### src/rtl/mips_mem_pkg.sv
// Shared types and constants for the unified-memory port arbiter.
package mips_mem_pkg;

    localparam int unsigned WORD_W   = 32;
    localparam int unsigned STARVE_W = 4;

    typedef enum logic [1:0] {
        IDLE  = 2'd0,
        ISSUE = 2'd1,
        WAIT  = 2'd2,
        DONE  = 2'd3
    } arb_state_t;

    typedef enum logic {
        OWNER_IF = 1'b0,
        OWNER_D  = 1'b1
    } owner_t;

endpackage

### src/rtl/arb_starve_counter.sv
// Saturating count of consecutive fetch losses; flags when fetch must win.
module arb_starve_counter
    import mips_mem_pkg::*;
#(
    parameter int unsigned STARVE_LIMIT = 4
) (
    input  logic clock,
    input  logic reset,
    input  logic inc,
    input  logic clr,
    output logic starved
);

    localparam logic [STARVE_W-1:0] LIMIT = STARVE_W'(STARVE_LIMIT);

    logic [STARVE_W-1:0] starve_cnt;

    always_ff @(posedge clock) begin
        if (reset) begin
            starve_cnt <= '0;
        end else if (clr) begin
            starve_cnt <= '0;
        end else if (inc && (starve_cnt != '1)) begin
            starve_cnt <= starve_cnt + 1'b1;
        end
    end

    assign starved = (starve_cnt >= LIMIT);

endmodule

### src/rtl/mem_port_arbiter.sv
// Shares one fixed-latency single-port memory between fetch (IF) and load/store (D).
// Data has priority; the starve counter forces a fetch grant after STARVE_LIMIT losses.
module mem_port_arbiter
    import mips_mem_pkg::*;
#(
    parameter int unsigned ADDR_WIDTH   = 8,
    parameter int unsigned MEM_LATENCY  = 1,
    parameter int unsigned STARVE_LIMIT = 4
) (
    input  logic                  clock,
    input  logic                  reset,
    input  logic                  if_req,
    input  logic [WORD_W-1:0]     if_addr,
    output logic [WORD_W-1:0]     if_rdata,
    output logic                  if_valid,
    input  logic                  d_req,
    input  logic                  d_we,
    input  logic [WORD_W-1:0]     d_addr,
    input  logic [WORD_W-1:0]     d_wdata,
    output logic [WORD_W-1:0]     d_rdata,
    output logic                  d_valid,
    output logic                  mem_en,
    output logic                  mem_we,
    output logic [ADDR_WIDTH-1:0] mem_addr,
    output logic [WORD_W-1:0]     mem_wdata,
    input  logic [WORD_W-1:0]     mem_rdata
);

    localparam logic [2:0] WAIT_LOAD = 3'(MEM_LATENCY - 1);

    arb_state_t            state, next_state;
    owner_t                owner;
    logic [ADDR_WIDTH-1:0] lat_addr;
    logic                  lat_we;
    logic [WORD_W-1:0]     lat_wdata;
    logic [2:0]            wait_cnt;
    logic                  grant_d, grant_if, if_starved;
    logic                  unused_addr_bits;

    // Byte offset and bits beyond the memory size are dropped silently.
    assign unused_addr_bits = ^{if_addr[1:0], if_addr[WORD_W-1:ADDR_WIDTH+2],
                                d_addr[1:0],  d_addr[WORD_W-1:ADDR_WIDTH+2]};

    always_comb begin
        grant_d  = (state == IDLE) && d_req && (!if_req || !if_starved);
        grant_if = (state == IDLE) && if_req && !grant_d;
    end

    arb_starve_counter #(
        .STARVE_LIMIT(STARVE_LIMIT)
    ) u_starve (
        .clock   (clock),
        .reset   (reset),
        .inc     (grant_d && if_req),
        .clr     (grant_if),
        .starved (if_starved)
    );

    always_ff @(posedge clock) begin
        if (reset) begin
            state <= IDLE;
        end else begin
            state <= next_state;
        end
    end

    always_comb begin
        next_state = state;
        case (state)
            IDLE:  if (grant_d || grant_if) next_state = ISSUE;
            ISSUE: next_state = (MEM_LATENCY > 1) ? WAIT : DONE;
            // The decrement in this cycle brings the counter to zero.
            WAIT:  if (wait_cnt <= 3'd1) next_state = DONE;
            DONE:  next_state = IDLE;
            default: next_state = IDLE;
        endcase
    end

    always_comb begin
        mem_en    = 1'b0;
        mem_we    = 1'b0;
        mem_addr  = lat_addr;
        mem_wdata = lat_wdata;
        if (state == ISSUE) begin
            mem_en = 1'b1;
            mem_we = lat_we;
        end
    end

    always_ff @(posedge clock) begin
        if (reset) begin
            owner     <= OWNER_IF;
            lat_addr  <= '0;
            lat_we    <= 1'b0;
            lat_wdata <= '0;
            wait_cnt  <= '0;
            if_valid  <= 1'b0;
            d_valid   <= 1'b0;
            if_rdata  <= '0;
            d_rdata   <= '0;
        end else begin
            if_valid <= 1'b0;
            d_valid  <= 1'b0;
            case (state)
                IDLE: begin
                    if (grant_d) begin
                        owner     <= OWNER_D;
                        lat_addr  <= d_addr[ADDR_WIDTH+1:2];
                        lat_we    <= d_we;
                        lat_wdata <= d_wdata;
                    end else if (grant_if) begin
                        owner    <= OWNER_IF;
                        lat_addr <= if_addr[ADDR_WIDTH+1:2];
                        lat_we   <= 1'b0;
                    end
                end
                ISSUE: wait_cnt <= WAIT_LOAD;
                WAIT:  wait_cnt <= wait_cnt - 3'd1;
                DONE: begin
                    if (owner == OWNER_D) begin
                        d_valid <= 1'b1;
                        if (!lat_we) d_rdata <= mem_rdata;
                    end else begin
                        if_valid <= 1'b1;
                        if_rdata <= mem_rdata;
                    end
                end
                default: ;
            endcase
        end
    end

endmodule

### config.mk
export PLATFORM = sky130hd
export DESIGN_NAME = mem_port_arbiter
export DESIGN_NICKNAME = d
export VERILOG_FILES = /design/src/rtl/mips_mem_pkg.sv /design/src/rtl/arb_starve_counter.sv /design/src/rtl/mem_port_arbiter.sv
export SDC_FILE = /design/constraint.sdc
export NUM_CORES = 1
export LEC_CHECK = 0
export ABC_AREA = 1
export CORE_ASPECT_RATIO = 0.9
export CORE_MARGIN = 3
export CORE_UTILIZATION = 40
export DETAILED_ROUTE_END_ITERATION = 6
export PLACE_DENSITY_LB_ADDON = 0.2
export SKIP_CTS_REPAIR_TIMING = 1
export SYNTH_ARGS = -nofsm -noshare
export SYNTH_HDL_FRONTEND = slang
export SYNTH_SLANG_ARGS = --single-unit
### constraint.sdc
create_clock -name clock -period 2.45 [get_ports clock]
set_input_delay 0.3675 -clock clock [delete_from_list [all_inputs] [get_ports clock]]
set_output_delay 0.3675 -clock clock [all_outputs]
set_load 0.01 [all_outputs]
# Word-level counts from Yosys, hierarchy flattened
# Index checks and enable logic that the tools add are counted.
dict set report totals {
  word_cells 58
  latchBits 0
  output_inout_bits 108
  in_bits 133
  reg_bits 117
  n_memories 0
  romBits 0
  mem_bits_rw 0
}
dict set report classes {
  add_sub_neg 2
  multipliers 0
  shift 0
  div 0
  muxes 13
  n_lt_le_gt_ge 2
  reduce_logical 21
  bitwise_logic 3
  eq_ne 6
}
# operator count
set op_table {}
lappend op_table {{$mux W8} 2}
lappend op_table {{$pmux W2 S4} 1}
lappend op_table {{$reduce_and A2 Y1} 4}
lappend op_table {{$mux W1} 7}
lappend op_table {{$logic_and A1 B1 Y1} 6}
lappend op_table {{$pmux W3 S2} 1}
lappend op_table {{$add A4 B1 Y4 const B} 1}
lappend op_table {{$eq A2 B2 Y1 const B} 2}
lappend op_table {{$ge A4 B3 Y1 const B} 1}
lappend op_table {{$mux W2} 2}
lappend op_table {{$ne A4 B4 Y1 const B} 1}
lappend op_table {{$reduce_bool A2 Y1} 2}
lappend op_table {{$reduce_or A2 Y1} 2}
lappend op_table {{$le A3 B1 Y1 const B} 1}
lappend op_table {{$logic_not A1 Y1} 3}
lappend op_table {{$not A1 Y1} 3}
lappend op_table {{$reduce_and A3 Y1} 1}
lappend op_table {{$sub A3 B1 Y3 const B} 1}
lappend op_table {{$eq A2 B1 Y1 const B} 1}
lappend op_table {{$logic_not A2 Y1} 1}
lappend op_table {{$logic_or A1 B1 Y1} 2}
lappend op_table {{$ne A2 B1 Y1 const B} 1}
lappend op_table {{$ne A2 B2 Y1 const B} 1}

# Depth between registers and ports, before layout
# Gate-level depths: netlist of run 1.
dict set report logic_depth {
  depth_word 9
  mapped_depth 10
  depth_no_buf 9
}

# Hierarchy
# A second synthesis of run 1 with hierarchy kept.
dict set report unflattened {
  cells_unflattened 583
  hier_area_um2 4385.5
}
# mod instances seq_area_each_um2 cells_per_inst area_each_um2
set by_module_without_submodules {}
lappend by_module_without_submodules {mem_port_arbiter 1 2262.2 551 4161.5}
lappend by_module_without_submodules {arb_starve_counter 1 80.1 32 224.0}

# Least setup slack after synthesis of run 1
# Ideal clock, no wire load.
dict set report synth_path {
  kind {register -> register}
  startpoint {reg state[0]}
  endpoint {reg lat_addr[6] (netlist: mem_addr[6])}
  path_buffers 1
  synth_period_minus_slack_ps 1401
  path_slack_ps 1049
  setup_ps 109
  required_ps 2341
  arrival_time_ps 1292
  path_stages_with_launch 10
  cell_sequence {dfxtp_1 -> inv_1 -> ha_1 -> nand2_2 -> nand2_2 -> buf_2 -> o21ai_0 -> inv_1 -> nand2_1 -> inv_1}
}
dict set report synth_via {
  elab_chain_len 7
  elab_cells_between_ends 9
  classes_between {mux: 1; reduce/logical: 8}
}
# item line_no
set synth_rtl {}
lappend synth_rtl {{from (decl)} mem_port_arbiter.sv:31} ;# arb_state_t state, next_state;
lappend synth_rtl {{from (signal assigned)} mem_port_arbiter.sv:63} ;# state <= next_state;
lappend synth_rtl {{$logic_not A2 Y1 (*)} {mem_port_arbiter.sv:45, mem_port_arbiter.sv:46, mem_port_arbiter.sv:104}}
lappend synth_rtl {{$logic_and A1 B1 Y1 (2 in series)} mem_port_arbiter.sv:45} ;# grant_d = (state == IDLE) && d_req && (!if_req || !if_starved);
lappend synth_rtl {{$logic_not A1 Y1} mem_port_arbiter.sv:46} ;# grant_if = (state == IDLE) && if_req && !grant_d;
lappend synth_rtl {{$logic_and A1 B1 Y1} mem_port_arbiter.sv:46}
lappend synth_rtl {{$reduce_bool A2 Y1 (no source line)} --}
lappend synth_rtl {{$reduce_and A2 Y1 (no source line)} --}
lappend synth_rtl {{to (signal assigned)} mem_port_arbiter.sv:108} ;# lat_addr <= d_addr[ADDR_WIDTH+1:2];
lappend synth_rtl {{to (signal assigned)} mem_port_arbiter.sv:113} ;# lat_addr <= if_addr[ADDR_WIDTH+1:2];
lappend synth_rtl {{to (decl)} mem_port_arbiter.sv:33} ;# logic [ADDR_WIDTH-1:0] lat_addr;
# Mark *: on every way between the ends. The rest lies on a longest branch, timed or not.
# A chain may end at the register's enable or synchronous reset.

# Worst setup path in the final report of run 1
dict set report layout_path {
  startpoint {reg state[1]}
  endpoint {out mem_we}
}
dict set report layout_via {
  elab_chain_len 2
}
# item line_no
set layout_rtl {}
lappend layout_rtl {{$eq A2 B1 Y1} mem_port_arbiter.sv:84} ;# if (state == ISSUE) begin
lappend layout_rtl {{$mux W1} mem_port_arbiter.sv:84}
lappend layout_rtl {{to (decl)} mem_port_arbiter.sv:23} ;# output logic mem_we,
# Every way passes these cells.

==> metrics, run 1 <==
most frequent CP cell inv_1; Core Area 0.0105 mm2; CP peak stage delay 0.47 ns; CP Class reg -> out; largest net degree at the start of global routing 44; Worst-Margin Slew 1.17 ns; multi-input logic area 0.00176 mm2; Crit-path slowest cell clkdlybuf4s50_1; CP Launch Type register; CP max FO 5; DR vias 4421; Iter 0 DRT Violations 266; number of iterations in the first detailed-routing pass 5; leakage 2.95 nW; crit path launch state[1]$_SDFFE_PP0P_; total gr overflow 0; P per Cell Area 978 mW/mm2; Routed WL 13.6 mm; CP endpoint kind output pin; Slew Viols, Final 0; worst path buffer plus inverter count 3; synth unique cells 20; crit-path cells inv_1 > ha_1 > nand2_1 > inv_1 > clkdlybuf4s50_1; Sinks on Clock Net 117; Hold Crit Start mem_wdata[15]$_SDFFE_PP0P_; first-pass GRT wire length 21.7 mm; crit path time final 2.01 ns; worst r2r src state[0]$_SDFFE_PP0P_; hold depth 2; vias in the first global route 4442; clk_skew 0.00515 ns; Yosys reg bits 117; commonest non-fill, non-tap cell in the layout clkdlybuf4s50_1; Seq. cell area 0.00234 mm2; MaxCap Viol Count 0; Max Clock Freq 496 MHz; grt met1 use 0.270; Syn Inst Count 573; layout cells sized above 1 0.0638; Final Wtd Congestion 0.775; WHS 0.461 ns; Initial Util 0.420; RSZ-0062 raised after global routing no; number of port buffers 192; latest clock arrival within the worst-skew pair 0.40 ns; total track usage 0.220; synthesized area per cell 7.68 um2; final hold vios 0; Rows 35; grt met3 use 0.0769; Layout area overhead 59.9%; status finished clean; WP depth 5; CTS Buf Count 17; CP arrival 1.65 ns; worst endpoint required time 2.08 ns; Filler cells 860; chip width 117 um; final count of negative-setup-slack endpoints 0; part of the Yosys area used for sequential elements 0.533; Yosys warning total 0; Detail Placement HPWL 9.17 mm; Avg WL per Cell 15.1 um; Mapped Area 0.00440 mm2; syn_nets 714; Max-slew headroom 0.222; Final Net Count 896; htree depth 4; CTS max path bufs 2; Max VDD drop 0.000605 V; Post-route DRC 0; post-route antenna net violation count 0; Worst-path clk slew 0.06 ns; initial antenna violation count 0; I/O pin total 241; met2 usage in global routing 0.365; setup_tns 0 ns; Antenna Cells 0; clock root buffer clkbuf_16; GR peak layer met2; TritonCTS clock tree done; min-delay worst type reg -> reg; R2R depth 6; critical path's top delay family buffers and inverters; Via density 4.93; DIE AREA 0.0123 mm2; most frequent cells in the layout clkdlybuf4s50_1 (192), nor2_1 (139), dfxtp_1 (117); period utilisation layout 0.822; die height 105 um
-- flip-flops by register name, indices dropped and copies added, names as in the netlist --
name                 cells
state                    2
lat_we                   1
mem_addr                 8
wait_cnt                 3
d_rdata                 32
owner                    1
if_valid                 1
if_rdata                32
d_valid                  1
mem_wdata               32
u_starve.starve_cnt      4
-- layer usage --
metal	wire [um]	vias to the layer above
met4	128	0
met2	6530	160
li1	-	2223
met3	1160	8
met5	0	-
met1	5760	2030
-- power breakdown --
| part | switching, mW | internal, mW |
|---|---|---|
| logic | 0.932 | 0.880 |
| registers | 0.172 | 2.21 |
| clock network | 0.907 | 1.77 |
| total | 2.01 | 4.86 |
-- per-stage QoR --
stage / setup WS, ns / util / power, mW / area [um2] / instances
after floorplan: 1.05 / - / 3.32 / 4400 / 573
after CTS: 0.404 / 0.672 / 6.93 / 7030 / 897
final: 0.436 / 0.672 / 6.87 / 7030 / 897
after global placement: 0.508 / 0.610 / 4.17 / 6380 / 865
after global routing: 0.336 / 0.672 / 7.24 / 7030 / 897
after detailed placement: 0.440 / 0.610 / 4.23 / 6380 / 865
-- cell families after synthesis --
family | Yosys count | share of synthesized area
compound gates | 115 | 0.132
xor+xnor | 1 | 0.00199
fa+ha+maj | 8 | 0.0228
buf+inv | 69 | 0.0669
flops | 117 | 0.533
simple gates | 263 | 0.244
-- Yosys cell counts --
cell type  number  share of area
dfxtp_1       117           0.53
nor2_1        140           0.12
buf_2          27          0.031
a211oi_1        1         0.0017
inv_2           2         0.0017
nand2_2         4         0.0057
a21oi_1        40          0.046
xnor2_1         1         0.0020
o21ai_1        13          0.015
o21ai_0        60          0.068
nand3_1        56          0.064
nand2_1        61          0.052
inv_1          30          0.026
nor2_2          1         0.0014
ha_1            8          0.023
nor3_1          1         0.0011
o21ai_2         1         0.0020
clkbuf_1        7         0.0060
buf_1           2         0.0017
clkbuf_2        1         0.0011
-- final timing paths --
kind | end | slack, ns
max | mem_we | 0.44
min | mem_wdata[15]$_SDFFE_PP0P_ | 0.46
max reg2reg | if_rdata[21]$_SDFFE_PP0P_ | 0.57
min reg2reg | mem_wdata[15]$_SDFFE_PP0P_ | 0.46
-- worst reg2reg max path: stages, from the launching register on --
cell	delay [ns]
dfxtp_1	0.35
ha_1	0.23
inv_1	0.07
nor2_2	0.04
inv_1	0.83
nor2_1	0.12
nor2_1	0.17
-- cell type report --
type | count | share of cell area
multi-input cells | 387 | 0.251
inverters | 32 | 0.0171
flip-flops and latches | 117 | 0.333
clock inverters | 13 | 0.0279
repair buffers | 200 | 0.284
clock buffers | 19 | 0.0644
well taps | 129 | 0.0230
(Power assumes the default switching activity.)
==> inputs of run 2 (changes only) <==
- CORE_UTILIZATION: 40 -> 35
- clock period: 2.45 -> 1.7 ns (I/O delays scaled with it)
==> run 2 against run 1 <==
Via count is 1.2% higher. Final area is 1.3% higher. Global-route usage is 2.3 points lower. Sequential cell count stayed put. Wire length is 0.69% lower. Final cell count is 3.9% higher. Largest power group unchanged.
==> metrics, run 2 (synthesis gave the netlist of run 1 again) <==
Max-slew headroom 0.746 (+0.525); final hold vios 0 (unchanged); initial antenna violation count 0 (unchanged); crit path time final 1.59 ns; DR vias 4473 (+1.2%); CP Class reg -> out; Rows 38 (+8.6%); Max Clock Freq 629 MHz; final count of negative-setup-slack endpoints 0 (unchanged); total track usage 0.197 (-0.0234); worst slack, placed 0.0980 ns (-0.342 ns); CP max FO 2 (-3); Post-route DRC 0 (unchanged); worst endpoint required time 1.44 ns (-0.64 ns); Antenna Cells 0 (unchanged); RSZ-0062 raised after global routing no; Final Net Count 904 (+0.89%); Worst-path clk slew 0.05 ns (about the same); CP Launch Type register; commonest non-fill, non-tap cell in the layout clkdlybuf4s50_1; min-delay worst type in -> reg; Slew Viols, Final 0 (unchanged); largest net degree at the start of global routing 39 (-11%); htree depth 4 (unchanged); TritonCTS clock tree done; worst path buffer plus inverter count 1 (-2); latest clock arrival within the worst-skew pair 0.41 ns (about the same); critical path's top delay family buffers and inverters; layout cells sized above 1 0.0687 (+0.00485); Routed WL 13.5 mm (-0.69%); Detail Placement HPWL 9.38 mm (+2.3%); DIE AREA 0.0139 mm2 (+13%); final cell count without fillers 932 (+3.9%); post-route antenna net violation count 0 (unchanged); worst r2r src state[0]$_SDFFE_PP0P_; CP peak stage delay 0.58 ns (+0.11 ns); Via density 4.80 (-2.6%); vias in the first global route 4398 (-0.99%); CTS max path bufs 2 (unchanged); P per Cell Area 1360 mW/mm2 (+40%); most frequent cells in the layout clkdlybuf4s50_1 (190), nor2_1 (139), dfxtp_1 (115); CP arrival 1.33 ns (-0.32 ns); Final Cell Area 0.00712 mm2 (+1.3%); Crit-path slowest cell clkdlybuf4s50_1; WHS 0.428 ns (-0.0333 ns); Final Wtd Congestion 0.768 (-0.94%); total gr overflow 0 (unchanged); status finished clean; die height 112 um (+6.5%); first-pass GRT wire length 21.6 mm (-0.42%); leakage 3.02 nW (+2.4%); Worst-Margin Slew 0.377 ns (-0.790 ns); MaxCap Viol Count 0 (unchanged); CP endpoint kind output pin; Core Area 0.0122 mm2 (+16%); dpl cells 904 (+4.5%); Max VDD drop 0.000758 V (+25%); final core utilization 0.585 (-0.0866); number of iterations in the first detailed-routing pass 6 (+1); chip width 124 um (+6.5%); crit path launch d_rdata[2]$_SDFFE_PP0P_; post-placement cell area 0.00652 mm2 (+2.1%); Initial Util 0.361 (-0.0589); Hold Crit Start d_wdata[14]; setup_tns 0 ns (unchanged); clk_skew 0.00715 ns (+0.00200 ns); period utilisation layout 0.935; crit-path cells clkdlybuf4s50_1; Avg WL per Cell 14.5 um (-4.4%); Layout area overhead 62.0%; CTS Buf Count 17 (unchanged); I/O pin total 241 (unchanged); number of port buffers 192 (unchanged); Final WS setup 0.111 ns (-0.325 ns); clock root buffer clkbuf_16; Sinks on Clock Net 117 (unchanged); Iter 0 DRT Violations 358 (+35%); post-route total power 9.72 mW (+41%)
-- run 2: cell type report --
type,instances,area (um2)
flip-flops and latches,117,2340
clock buffers,24,502
fillers,1108,5050
inverters,32,120
well taps,160,200
multi-input cells,387,1760
clock inverters,4,95.1
repair buffers,208,2100
-- run 2: routing by layer --
layer	share of wire	GRT usage
met1	0.42	0.238
met2	0.46	0.313
met5	0	0
met3	0.11	0.0942
met4	0.010	0.0547
-- run 2: final timing paths --
kind                                                       endpoint  slack [ns]  cells after the start
worst max register to register  u_starve.starve_cnt[2]$_SDFFE_PP0P_        0.14                      9
worst min register to register           mem_wdata[18]$_SDFFE_PP0P_        0.45                      2
worst min-delay path                     mem_wdata[14]$_SDFFE_PP0P_        0.43                      3
worst max-delay path                                     d_rdata[2]        0.11                      1
-- run 2: where the power goes --
group | switching, mW | internal (mW) | total (mW)
Clock | 1.16 | 2.46 | 3.62
Sequential | 0.252 | 3.20 | 3.45
Combinational | 1.33 | 1.32 | 2.65
==> edit 1 (config.mk and constraints of run 2) <==
Make the reset (`reset`) asynchronous in 3 clocked blocks.
--- a/src/rtl/arb_starve_counter.sv
+++ b/src/rtl/arb_starve_counter.sv
@@ -15,7 +15,7 @@
 
     logic [STARVE_W-1:0] starve_cnt;
 
-    always_ff @(posedge clock) begin
+    always_ff @(posedge clock or posedge reset) begin
         if (reset) begin
             starve_cnt <= '0;
         end else if (clr) begin
--- a/src/rtl/mem_port_arbiter.sv
+++ b/src/rtl/mem_port_arbiter.sv
@@ -56,7 +56,7 @@
         .starved (if_starved)
     );
 
-    always_ff @(posedge clock) begin
+    always_ff @(posedge clock or posedge reset) begin
         if (reset) begin
             state <= IDLE;
         end else begin
@@ -87,7 +87,7 @@
         end
     end
 
-    always_ff @(posedge clock) begin
+    always_ff @(posedge clock or posedge reset) begin
         if (reset) begin
             owner     <= OWNER_IF;
             lat_addr  <= '0;
Formal check against the unedited RTL: differs if reset is asserted again (counterexample within 4 cycles, from zero or initial values and one cycle with reset high); with reset held inactive, the same outputs for 10 cycles.
==> edit 1 against run 2 <==
Hold slack got worse by 0.12 ns; wire length shrank 8.0%; cell count decreased by 4.3%; die area grew 8.9%; critical endpoint is now mem_wdata[22]$_DFFE_PP0P_; synthesized area grew 9.4%; design area grew 6.4%; count of clock-buffer cells in the layout down 1; sequential cell count unchanged; global-route usage shrank 3.1 points; highest routed layer unchanged; worst setup slack lost 0.0095 ns.
Power is not compared: it rests on default switching activity, and its combinational part moved more than twofold at a synthesized area within 25%.
==> edit 1: results (changes against run 2) <==
status:
  outcome: "finished clean"  # unchanged
setup_path:
  worstPathMaxFanout: 24  # was 2
  rrSetupSlack_ns: 0.10  # was 0.14 ns
  crit_end: "mem_wdata[22]$_DFFE_PP0P_"  # was d_rdata[2]
  worstRegToRegCells: 8  # was 9
  cp-startpoint: "state[0]$_DFFE_PP0P_"  # was d_rdata[2]$_SDFFE_PP0P_
drt:
  met3WireLength_mm: 1.170  # was 1.450 mm
  dr.pass1.iters: 4  # was 6
  wl_met1_mm: 5.551  # was 5.673 mm
  vias: 4058  # was 4473
  wl_per_cell_um: 13.91  # was 14.47 um
  highest_layer: "met4"  # unchanged
  wl_met2_mm: 5.459  # was 6.221 mm
  drt_iter0_markers: 228  # was 358
layout:
  drive_above_1_share: 0.08242  # was 0.06865
  antenna_cells: 0  # unchanged
  register_area_um2: 2928  # was 2345 um2
  nFillCells: 1136  # was 1108
  layout.nets: 856  # was 904
timing:
  fin_skew_ns: 0.008581  # was 0.007151 ns
  tightest_slew_ns: 0.4127  # was 0.3768 ns
logic_synthesis:
  ys_async_sr_fraction: 1.000  # was 0
  netlist_top_cells_area: "dfrtp_1, nand2_1, o21ai_0"  # was dfxtp_1, nor2_1, o21ai_0
  syn-num-nets: 657  # was 714
  yosysWarnings: 0  # unchanged
  synth_cell_types: 25  # was 20
  ys_top_cells_by_count: "nand2_1, dfrtp_1, o21ai_0"  # was nor2_1, dfxtp_1, nand2_1
  yosysSeqAreaShare: 0.6087  # was 0.5326
global_route:
  antenna_found_initial: 0  # unchanged
  grt_usage: 0.1653  # was 0.1968
  grt_start_max_net_pins: 65  # was 39
  grt_pass1_vias: 3977  # was 4398
  grt_pass1_wl_mm: 19.49  # was 21.57 mm
placement:
  dp_hpwl_mm: 8.855  # was 9.379 mm
  place_congestion: 0.8050  # was 0.7681
  placed_area_um2: 6922  # was 6519 um2
  portBuffers: 192  # unchanged
die:
  dieArea_um2: 15190  # was 13950 um2
cts:
  cts-root-buf: "clkbuf_16"  # unchanged
  clk_latency_ns: 0.41  # about the same
  cts.path.max_buffers: 2  # unchanged
  cts_buffers: 17  # unchanged
  htreeDepth: 4  # unchanged
  clkSlewWorstSetupHoldPaths_ns: 0.05  # about the same
power:
  power_leakage_nw: 3.693
  vdd.ir_drop.worst_mv: 0.8076
  p_switching_mw: 4.783
hold_path:
  hp-class: "primary input to asynchronous set/reset pin"  # was primary input to register
-- edit 1: cell types whose count changed in the layout (fill, tap and decap cells not counted), sizes merged, moves of 38 or more --
cell | run 2 | this run
a21oi | 40 | 1
dfrtp | 0 | 117
dfxtp | 117 | 0
nand2 | 65 | 191
nand3 | 56 | 18
nor2 | 141 | 3
-- edit 1: final cells by class --
class / count / share of cell area
Sequential cell: 117 / 0.3862
Tap cell: 164 / 0.02707
Inverter: 47 / 0.02410
Timing Repair Buffer: 206 / 0.2784
Multi-Input combinational cell: 326 / 0.2004
Clock buffer: 23 / 0.06437
Clock inverter: 9 / 0.01948
-- edit 1: worst min path at each step --
stage	endpoint	slack, ns	cells past startpoint
floorplan	mem_wdata[29]$_DFFE_PP0P_	0.37	2
global placement	mem_addr[7]$_DFFE_PP0P_	0.46	2
detailed placement	d_rdata[16]$_DFFE_PP0P_	0.47	2
CTS	mem_wdata[3]$_DFFE_PP0P_	0.31	3
global route	mem_wdata[14]$_DFFE_PP0P_	0.33	3
finish	mem_wdata[9]$_DFFE_PP0P_	0.31	3
-- edit 1: through the flow --
| stage | cells | hold WS (ns) | setup slack [ns] |
|---|---|---|---|
| after floorplan | 516 | 0.3718 | 0.01761 |
| after CTS | 892 | 0.3101 | -0.3040 |
| after detailed placement | 860 | 0.4684 | 0.01446 |
| after global placement | 860 | 0.4649 | 0.07619 |
| final | 892 | 0.3064 | 0.1017 |
| after global routing | 892 | 0.3274 | -0.003889 |
-- edit 1: power groups by stage --
stage	clock network (mW)	logic (mW)	registers [mW]
final	3.78	6.13	4.84
after global routing	4.02	6.78	5.02
after CTS	3.89	6.21	4.85
after detailed placement	0	6.18	4.87
after global placement	0	6.05	4.80
after floorplan	0	2.13	5.42
-- edit 1: layer usage --
metal  up-vias  GRT usage
met5         -          0
met4         0    0.07479
met3        14    0.07123
met2       151     0.2398
met1      1858     0.2154
li1       2035          -
-- edit 1: critical path, cell delays in order, from the launching register on --
cell	delay, ns
dfrtp_1	0.40
inv_1	0.11
ha_2	0.23
nand2_1	0.07
inv_2	0.08
nand2_4	0.13
buf_6	0.21
o21ai_0	0.18
nand2_1	0.07
-- edit 1: kinds of logic (layout without fill, tap and decap cells) --
kind of cell / count (synthesis) / after routing / share of synthesized area
simple gates: 216 / 216 / 0.1821
flops: 117 / 117 / 0.6087
fa+ha+maj: 8 / 8 / 0.02081
compound gates: 101 / 101 / 0.1085
buf+inv: 73 / 285 / 0.07804
xor+xnor: 1 / 1 / 0.001821
==> edit 2 (flow settings as in run 2) <==
Made on the original files. Set the package constant `STARVE_W` to 3 (it was 4).
--- a/src/rtl/mips_mem_pkg.sv
+++ b/src/rtl/mips_mem_pkg.sv
@@ -2,7 +2,7 @@
 package mips_mem_pkg;
 
     localparam int unsigned WORD_W   = 32;
-    localparam int unsigned STARVE_W = 4;
+    localparam int unsigned STARVE_W = 3;
 
     typedef enum logic [1:0] {
         IDLE  = 2'd0,
Function: same outputs for any inputs over 10 cycles, from zero or initial values and one cycle with reset high; that may be too few to reach the edited logic, so the function may still have changed.
==> edit 2 against run 2 <==
Design area shrank 0.53%; wire length shrank 1.4%; synthesized area shrank 2.3%; die area shrank 2.2%; worst setup slack gained 0.015 ns; clock skew grew 0.0029 ns; critical path depth is the same; sequential cell count shrank 1; total power grew 2.9%; clock power shrank 3%; first-iteration DRC count shrank 31%; non-clock buffer count grew 4; largest cell class unchanged.
==> edit 2: results (changes against run 2) <==
cts:
  cts-root-buf: "clkbuf_16"  # unchanged
  clkSlewWorstSetupHoldPaths_ns: 0.05  # about the same
  cts_buffers: 17  # unchanged
  cts.path.max_buffers: 2  # unchanged
hold_path:
  hp-class: "primary input to register"  # unchanged
logic_synthesis:
  synth_cell_types: 21  # was 20
  netlist_top_cells_area: "dfxtp_1, nor2_1, o21ai_0"  # unchanged
  yosysSeqAreaShare: 0.5403  # was 0.5326
  synth_top_flop_cell: "dfxtp_1"  # unchanged
  yosysWarnings: 0  # unchanged
  syn-num-nets: 707  # was 714
  ys_top_cells_by_count: "nor2_1, dfxtp_1, o21ai_0"  # was nor2_1, dfxtp_1, nand2_1
power:
  power_leakage_nw: 3.063  # was 3.018 nW
  vdd.ir_drop.worst_mv: 0.9449  # was 0.7579 mV
placement:
  dp_hpwl_mm: 9.050  # was 9.379 mm
  placed_area_um2: 6429  # was 6519 um2
  dp_slack_ns: 0.04701  # was 0.09800 ns
  portBuffers: 192  # unchanged
  place_congestion: 0.7914  # was 0.7681
layout:
  drive_above_1_share: 0.07207  # was 0.06865
  layout.nets: 906  # was 904
  antenna_cells: 0  # unchanged
drt:
  detail_route.wirelength_mm: 13.29  # was 13.49 mm
  vias_per_cell: 4.656  # was 4.799
  drt_iter0_markers: 246  # was 358
  dr.pass1.iters: 4  # was 6
global_route:
  grt_pass1_wl_mm: 20.79  # was 21.57 mm
  grt_usage: 0.1923  # was 0.1968
  antenna_found_initial: 0  # unchanged
  grt_pass1_vias: 4348  # was 4398
  grt_start_max_net_pins: 51  # was 39
setup_path:
  critPathMaxStageDelay_ns: 0.59
  critical_path.top_delay_family: "buffers and inverters"  # unchanged
timing:
  fin_skew_ns: 0.01005  # was 0.007151 ns
  fin_tns_setup_ns: 0  # unchanged
  tightest_slew_ns: 0.3753  # was 0.3768 ns
status:
  outcome: "finished clean"  # unchanged
## edit 2: cell types whose count changed after synthesis, moves of 2 or more
| cell | delta |
|---|---|
| a21oi_1 | -33 |
| nor2_1 | +63 |
| buf_4 | +2 |
| clkbuf_1 | +13 |
| o21ai_0 | +34 |
| nand3_1 | -35 |
| o21ai_1 | -8 |
| buf_2 | -18 |
| nand2_2 | -4 |
| buf_1 | -2 |
| nand2_1 | -20 |
## edit 2: logic make-up after synthesis
group / after synthesis / synth area share
and+or+nand+nor: 269 / 0.2445
DFF: 116 / 0.5403
AOI/OAI and AO/OA: 108 / 0.1266
buffers and inverters: 62 / 0.06026
adders and majority gates: 9 / 0.02620
xor gates and xnor gates: 1 / 0.002038
## edit 2: worst paths after layout
path	slack [ns]	end	from	depth (start not counted)
min reg2reg	0.47	u_starve.starve_cnt[1]$_SDFFE_PP0P_	u_starve.starve_cnt[1]$_SDFFE_PP0P_	2
max reg2reg	0.17	mem_wdata[11]$_SDFFE_PP0P_	state[0]$_SDFFE_PP0P_	8
min	0.43	lat_we$_SDFFE_PP0P_	d_we	3
max	0.13	if_rdata[31]	if_rdata[31]$_SDFFE_PP0P_	1
## edit 2: per-stage QoR
stage,cells,hold WS [ns],util
global placement,897,0.4537,0.5489
finish,933,0.4341,0.6050
CTS,929,0.4136,0.5992
detailed placement,897,0.4589,0.5489
floorplan,565,0.3241,-
global route,933,0.4380,0.6050
## edit 2: power breakdown
group | switching [mW] | internal, mW
Combinational | 1.45 | 1.52
Clock | 1.22 | 2.30
Sequential | 0.278 | 3.24
Total | 2.95 | 7.06
## edit 2: layout make-up
type                            instances  area (um2)
Clock buffer                           23       488.0
Inverter                               30       112.6
Clock inverter                          9       101.3
Timing Repair Buffer                  212        2145
Fill cell                            1009        4627
Tap cell                              156       195.2
Multi-Input combinational cell        387        1719
Sequential cell                       116        2325
## edit 2: layer usage
layer / vias to the layer above / part of all wire / GRT usage / wire [um]
met5: - / 0 / 0 / 0
met4: 0 / 0.015 / 0.06493 / 198
met3: 18 / 0.13 / 0.1128 / 1777
met2: 160 / 0.44 / 0.3067 / 5904
met1: 1968 / 0.41 / 0.2118 / 5412
li1: 2198 / - / - / -
